File: config.mk
export PLATFORM = sky130hd
export DESIGN_NAME = out_port_tracker_flat
export DESIGN_NICKNAME = d
export VERILOG_FILES = /design/src/rtl/out_port_tracker_pkg.sv /design/src/rtl/out_port_tracker_if.sv /design/src/rtl/out_port_tracker_port_credit_ctr.sv /design/src/rtl/out_port_tracker.sv /design/src/flat_wrapper.sv
export SDC_FILE = /design/constraint.sdc
export NUM_CORES = 1
export LEC_CHECK = 0
export BUFFER_PORTS_ARGS = -buffer_cell sky130_fd_sc_hd__buf_2
export CAP_MARGIN = 20
export CORE_MARGIN = 2
export CORE_UTILIZATION = 49
export DETAILED_ROUTE_END_ITERATION = 16
export GPL_ROUTABILITY_DRIVEN = 0
export PLACE_DENSITY = 0.82
export SYNTH_ARGS = -nofsm -noshare
export SYNTH_HDL_FRONTEND = slang
export SYNTH_SLANG_ARGS = --single-unit
File: constraint.sdc
create_clock -name clk -period 6.3 [get_ports clk]
set_input_delay 1.26 -clock clk [delete_from_list [all_inputs] [get_ports clk]]
set_output_delay 1.26 -clock clk [all_outputs]
set_load 0.02 [all_outputs]
File: src/rtl/out_port_tracker_pkg.sv
// Shared defaults and types for the output-port availability tracker.
// Router, allocator and downstream buffer import these so their depths agree.
package out_port_tracker_pkg;

    localparam int NUM_PORT_DEF   = 5;
    localparam int CREDIT_MAX_DEF = 4;
    localparam int CW_DEF         = 3;
    localparam int SER_CYC_DEF    = 2;

    // Wide enough for the largest legal occupancy count (SER_CYC-1 = 14).
    localparam int SER_W = 4;

    typedef enum logic [1:0] {
        EV_IDLE,
        EV_ACCEPT,
        EV_ILLEGAL
    } grant_ev_e;

endpackage

File: src/rtl/out_port_tracker_if.sv
// Allocator-facing bundle of the tracker: grants and credits in, availability out.
interface out_port_tracker_if
    import out_port_tracker_pkg::*;
#(
    parameter int NUM_PORT = NUM_PORT_DEF,
    parameter int CW       = CW_DEF
);

    logic [NUM_PORT-1:0]    alloc;
    logic [NUM_PORT-1:0]    credit_ret;
    logic [NUM_PORT-1:0]    port_en;
    logic [NUM_PORT-1:0]    avail;
    logic [NUM_PORT*CW-1:0] credit_cnt;
    logic                   err;

    modport master (
        output alloc, credit_ret, port_en,
        input  avail, credit_cnt, err
    );

    modport slave (
        input  alloc, credit_ret, port_en,
        output avail, credit_cnt, err
    );

endinterface

File: src/rtl/out_port_tracker_port_credit_ctr.sv
// One output port: downstream credit count, link occupancy, availability and
// a single-cycle protocol-error pulse (illegal grant or credit overflow).
module port_credit_ctr
    import out_port_tracker_pkg::*;
#(
    parameter int CREDIT_MAX = CREDIT_MAX_DEF,
    parameter int CW         = CW_DEF,
    parameter int SER_CYC    = SER_CYC_DEF
) (
    input  logic          clk,
    input  logic          reset,
    input  logic          en,
    input  logic          alloc,
    input  logic          credit_ret,
    output logic          avail,
    output logic [CW-1:0] cred,
    output logic          err_pulse
);

    localparam logic [CW-1:0]    CRED_FULL = CW'(CREDIT_MAX);
    localparam logic [SER_W-1:0] SER_LOAD  = SER_W'(SER_CYC - 1);

    logic [SER_W-1:0] ser;
    logic [SER_W-1:0] ser_nxt;
    logic [CW-1:0]    cred_nxt;
    logic             overflow;
    grant_ev_e        ev;

    // Registers only: the allocator may feed alloc straight back from avail.
    assign avail = en & (cred != '0) & (ser == '0);

    always_comb begin
        ev = EV_IDLE;
        if (alloc) ev = avail ? EV_ACCEPT : EV_ILLEGAL;
    end

    always_comb begin
        // NOTE: every signal gets a default first so no path can infer a latch.
        cred_nxt = cred;
        ser_nxt  = ser;
        overflow = 1'b0;
        if (ev == EV_ACCEPT) begin
            ser_nxt = SER_LOAD;
            if (!credit_ret) cred_nxt = cred - CW'(1);
        end else begin
            if (ser != '0) ser_nxt = ser - SER_W'(1);
            if (credit_ret) begin
                if (cred == CRED_FULL) overflow = 1'b1;
                else                   cred_nxt = cred + CW'(1);
            end
        end
    end

    assign err_pulse = (ev == EV_ILLEGAL) | overflow;

    always_ff @(posedge clk or posedge reset) begin
        // NOTE: state is updated with non-blocking assignments so every
        // register samples the pre-edge values regardless of statement order.
        if (reset) begin
            cred <= CRED_FULL;
            ser  <= '0;
        end else begin
            cred <= cred_nxt;
            ser  <= ser_nxt;
        end
    end

endmodule

File: src/rtl/out_port_tracker.sv
// Output-port availability tracker for switch allocation: one credit/occupancy
// counter per port plus a sticky protocol-error flag.
module out_port_tracker
    import out_port_tracker_pkg::*;
#(
    parameter int NUM_PORT   = NUM_PORT_DEF,
    parameter int CREDIT_MAX = CREDIT_MAX_DEF,
    parameter int CW         = CW_DEF,
    parameter int SER_CYC    = SER_CYC_DEF
) (
    input  logic               clk,
    input  logic               reset,
    out_port_tracker_if.slave  bus
);

    logic [NUM_PORT-1:0]    avail_v;
    logic [NUM_PORT-1:0]    err_v;
    logic [NUM_PORT*CW-1:0] cnt_v;
    logic                   err_q;

    for (genvar i = 0; i < NUM_PORT; i++) begin : g_port
        port_credit_ctr #(
            .CREDIT_MAX (CREDIT_MAX),
            .CW         (CW),
            .SER_CYC    (SER_CYC)
        ) u_ctr (
            .clk        (clk),
            .reset      (reset),
            .en         (bus.port_en[i]),
            .alloc      (bus.alloc[i]),
            .credit_ret (bus.credit_ret[i]),
            .avail      (avail_v[i]),
            .cred       (cnt_v[i*CW +: CW]),
            .err_pulse  (err_v[i])
        );
    end

    // Sticky until reset so software can see a single violation long after it.
    always_ff @(posedge clk or posedge reset) begin
        if (reset)       err_q <= 1'b0;
        else if (|err_v) err_q <= 1'b1;
    end

    assign bus.avail      = avail_v;
    assign bus.credit_cnt = cnt_v;
    assign bus.err        = err_q;

endmodule

File: src/flat_wrapper.sv
// flat-port wrapper written by rule: the top's interface ports become plain ports
module out_port_tracker_flat import out_port_tracker_pkg::*;
#(
    parameter int NUM_PORT   = NUM_PORT_DEF,
    parameter int CREDIT_MAX = CREDIT_MAX_DEF,
    parameter int CW         = CW_DEF,
    parameter int SER_CYC    = SER_CYC_DEF
)
  (clk, reset, bus_alloc, bus_credit_ret, bus_port_en, bus_avail, bus_credit_cnt, bus_err);
  out_port_tracker_if #(.NUM_PORT(NUM_PORT), .CW(CW)) bus_i ();
  input  logic clk;
  input  logic reset;
  input wire logic [$bits(bus_i.alloc)-1:0] bus_alloc;
  input wire logic [$bits(bus_i.credit_ret)-1:0] bus_credit_ret;
  input wire logic [$bits(bus_i.port_en)-1:0] bus_port_en;
  output wire logic [$bits(bus_i.avail)-1:0] bus_avail;
  output wire logic [$bits(bus_i.credit_cnt)-1:0] bus_credit_cnt;
  output wire logic [$bits(bus_i.err)-1:0] bus_err;
  assign bus_i.alloc = bus_alloc;
  assign bus_i.credit_ret = bus_credit_ret;
  assign bus_i.port_en = bus_port_en;
  assign bus_avail = bus_i.avail;
  assign bus_credit_cnt = bus_i.credit_cnt;
  assign bus_err = bus_i.err;
  out_port_tracker #(.NUM_PORT(NUM_PORT), .CREDIT_MAX(CREDIT_MAX), .CW(CW), .SER_CYC(SER_CYC)) u_core (.clk(clk), .reset(reset), .bus(bus_i));
endmodule
==> impl_metrics.env <==
export IMPL_outcome="finished clean"
export IMPL_grt_overflow=0
export IMPL_final_min_clock_period_ns=3.21
export IMPL_crit_chain="buf_2, and4bb_1, o21a_1, buf_2"
export IMPL_synth_async_sr_flop_share_pct=100
export IMPL_drv_cap=0
export IMPL_crit_end="bus_avail[2]"
export IMPL_final_max_slew_viol_count=0
export IMPL_hpwl_mm=3.89
export IMPL_cts_resized=0
export IMPL_tightest_slew_ns=0.472
export IMPL_arrival_ns=1.95
export IMPL_fin_area_um2=2860
export IMPL_hold_class="reg -> reg"
export IMPL_portBuffers=37
export IMPL_clk_latency_ns=0.29
export IMPL_synth_seq_area_share_pct=35.8
export IMPL_avgSynthCellArea_um2=9.31
export IMPL_ioPinCount=38
export IMPL_critPathSlowestCell="and4bb_1"
export IMPL_tritoncts="built"
export IMPL_crit_start="bus_port_en[2]"
export IMPL_synthCells=272
export IMPL_maxSlewHeadroom_pct=68.5
export IMPL_critical_path_top_delay_family="simple AND/OR/NAND/NOR gates"
export IMPL_grt_pass1_vias=1956
export IMPL_crit_path_end_kind="primary output"
export IMPL_grt_use_total_pct=19.5
export IMPL_die_area_um2=5760
export IMPL_initial_utilization_pct=50.2
export IMPL_fin_crit_sh_pct=51.0
export IMPL_crit_path_frequent_cell="buf_2"
export IMPL_worstSetupPathDepth=4
export IMPL_dp_slack_ns=3.10
export IMPL_rsz0062_at_grt="false"
export IMPL_synth_edf_count=0
export IMPL_antenna_found_initial=0
export IMPL_hold_violations=0
export IMPL_worst_path_buf_inv=2
export IMPL_final_layout_size_suffix_gt1_share_pct=20.8
export IMPL_hold_buffers=0
export IMPL_rr_startpoint="u_core.g_port[3].u_ctr.ser[0]"
export IMPL_cp_max_fo=6
export IMPL_p_leak_uw=0.00131
export IMPL_synth_main_ff_cell="dfrtp_1"
export IMPL_cts_max_level=2
export IMPL_areaGrowthSynthToFinish_pct=13.0
export IMPL_nFillCells=449
export IMPL_timing_fmax_mhz=311
export IMPL_multi_input_area_um2=1460
export IMPL_powerDensity_nw_per_um2=502
export IMPL_clock_sinks=36
export IMPL_ys_warn_count=0
export IMPL_syn_area_um2=2530
export IMPL_setup_tns_ns=0
export IMPL_cp_start_kind="primary input"
export IMPL_final_antenna_net_count=0
export IMPL_grt_pass1_wl_mm=8.59
export IMPL_die_h_um=75.9
export IMPL_synth_seq_cells=36
export IMPL_cts_clk_slew_worst_paths_ns=0.07
export IMPL_vdd_drop_max_mv=0.217
export IMPL_power_uw=1440
export IMPL_crit_required_ns=5.04
export IMPL_die_x_um=75.9
export IMPL_wl_mm=5.20
export IMPL_cts_buffers=5
export IMPL_clock_skew_ns=0.0127
export IMPL_setup_viol=0
export IMPL_rows=26
export IMPL_drc=0
export IMPL_vias=2084
export IMPL_reg2reg_to="u_core.g_port[3].u_ctr.cred[2]"
export IMPL_slowest_delay_ns=0.30
export IMPL_layout_setup_ws_ns=3.09
export IMPL_grt_start_max_net_pins=37
export IMPL_n_antenna_cell=0
export IMPL_clk_path_buf_depth=2
export IMPL_seqCellArea_um2=907
export IMPL_cts_setup_buffers=0
export IMPL_clock_root_buffer="clkbuf_8"
export IMPL_viasPerCell=5.53
export IMPL_synthDistinctLibCells=63
export IMPL_drtIter0Drc=150
export IMPL_path_class="in -> out"
export IMPL_r2r_slack_ns=3.63
export IMPL_firstDrtPassIters=4
export IMPL_synth_net_count=302
export IMPL_wl_per_cell_um=13.8
export IMPL_post_dp_cell_area_um2=2750
export IMPL_fin_nets=336
export IMPL_r2r_cells=8
export IMPL_coreArea_um2=5040
==> worst min-delay path by stage <==
stage | from | endpoint | slack [ns] | cells past startpoint
finish | u_core.g_port[2].u_ctr.ser[3] | u_core.g_port[2].u_ctr.ser[3] | 0.51 | 1
global route | u_core.g_port[4].u_ctr.cred[2] | u_core.g_port[4].u_ctr.cred[2] | 0.54 | 1
CTS | u_core.g_port[1].u_ctr.ser[0] | u_core.g_port[1].u_ctr.ser[0] | 0.51 | 1
detailed placement | u_core.g_port[1].u_ctr.ser[0] | u_core.g_port[1].u_ctr.ser[0] | 0.50 | 1
global placement | u_core.g_port[2].u_ctr.ser[3] | u_core.g_port[2].u_ctr.ser[3] | 0.49 | 1
floorplan | u_core.g_port[1].u_ctr.ser[0] | u_core.g_port[1].u_ctr.ser[0] | 0.47 | 1
==> cell usage after synthesis, drive strengths merged, types with 4 or more instances <==
cell type   n  share of area [%]
a21o        5                1.5
a21oi      10                2.0
and2        5                1.2
and3        5                1.2
buf         8                2.1
dfrtp      31                 31
dfstp       5                5.2
ha         10                4.9
inv        27                4.0
mux2i       7                2.8
nand2      19                3.1
nand2b      5                1.2
nand3       6                1.4
nor2       16                2.4
nor3       18                3.6
nor3b       4                1.8
o21ai      14                2.8
or3         5                1.2
xnor2      11                3.8
xor2        4                1.4
==> report_power, final <==
part           switching, µW  internal (µW)
Combinational            390            331
Sequential               150            361
Clock                   87.0            117
Total                    628            809
==> routing by layer <==
layer / share of wire (%) / vias up / track usage, %
met5: 0 / - / 0
met4: 2.1 / 0 / 8.38
met3: 3.5 / 10 / 4.37
met2: 50 / 36 / 31.2
met1: 44 / 1005 / 25.3
li1: - / 1033 / -
==> sequential cells by signal, indices dropped and copies added, names as in the netlist <==
| register | flops |
|---|---|
| u_core.g_port.u_ctr.ser | 20 |
| u_core.g_port.u_ctr.cred | 15 |
| u_core.bus.err | 1 |
==> cell usage in the layout (no fill, tap or decap), types with 4 or more instances in the layout <==
master    Yosys  layout
a21o_1        5       5
and2_1        5       5
buf_2         3      37
nand2_1      18      18
xnor2_1      11      11
a21oi_1      10      10
clkbuf_8      0       5
nand3_1       5       5
nor3_1       18      18
or3_1         5       5
dfstp_2       5       5
ha_1         10      10
nand2b_1      5       5
and3_1        5       5
nor2_1       16      16
mux2i_1       7       7
inv_1        27      27
o21ai_0      13      13
dfrtp_1      31      31
xor2_1        4       4
==> logic make-up after synthesis <==
kind of cell    synth area share [%]
compound gates                  16.7
simple gates                    24.8
xor+xnor                        5.19
mux                             3.66
fa+ha+maj                       7.32
buf+inv                         6.53
flops                           35.8
==> layout make-up <==
class	count	share of cell area (%)
clock buffer	5	2.41
timing repair buffer	38	6.74
tap	70	3.06
inverter	27	3.54
multi-input combinational	198	51.0
clock inverter	3	1.49
sequential	36	31.7
==> stage by stage <==
step           hold slack (ns)  instances  utilization [%]
2_1_floorplan            0.468        272                -
3_3_place_gp             0.493        369             54.5
3_5_place_dp             0.497        369             54.5
4_1_cts                  0.514        377             56.7
5_1_grt                  0.536        377             56.7
6_report                 0.515        377             56.7
No activity file was read; power rests on OpenSTA's default activity.
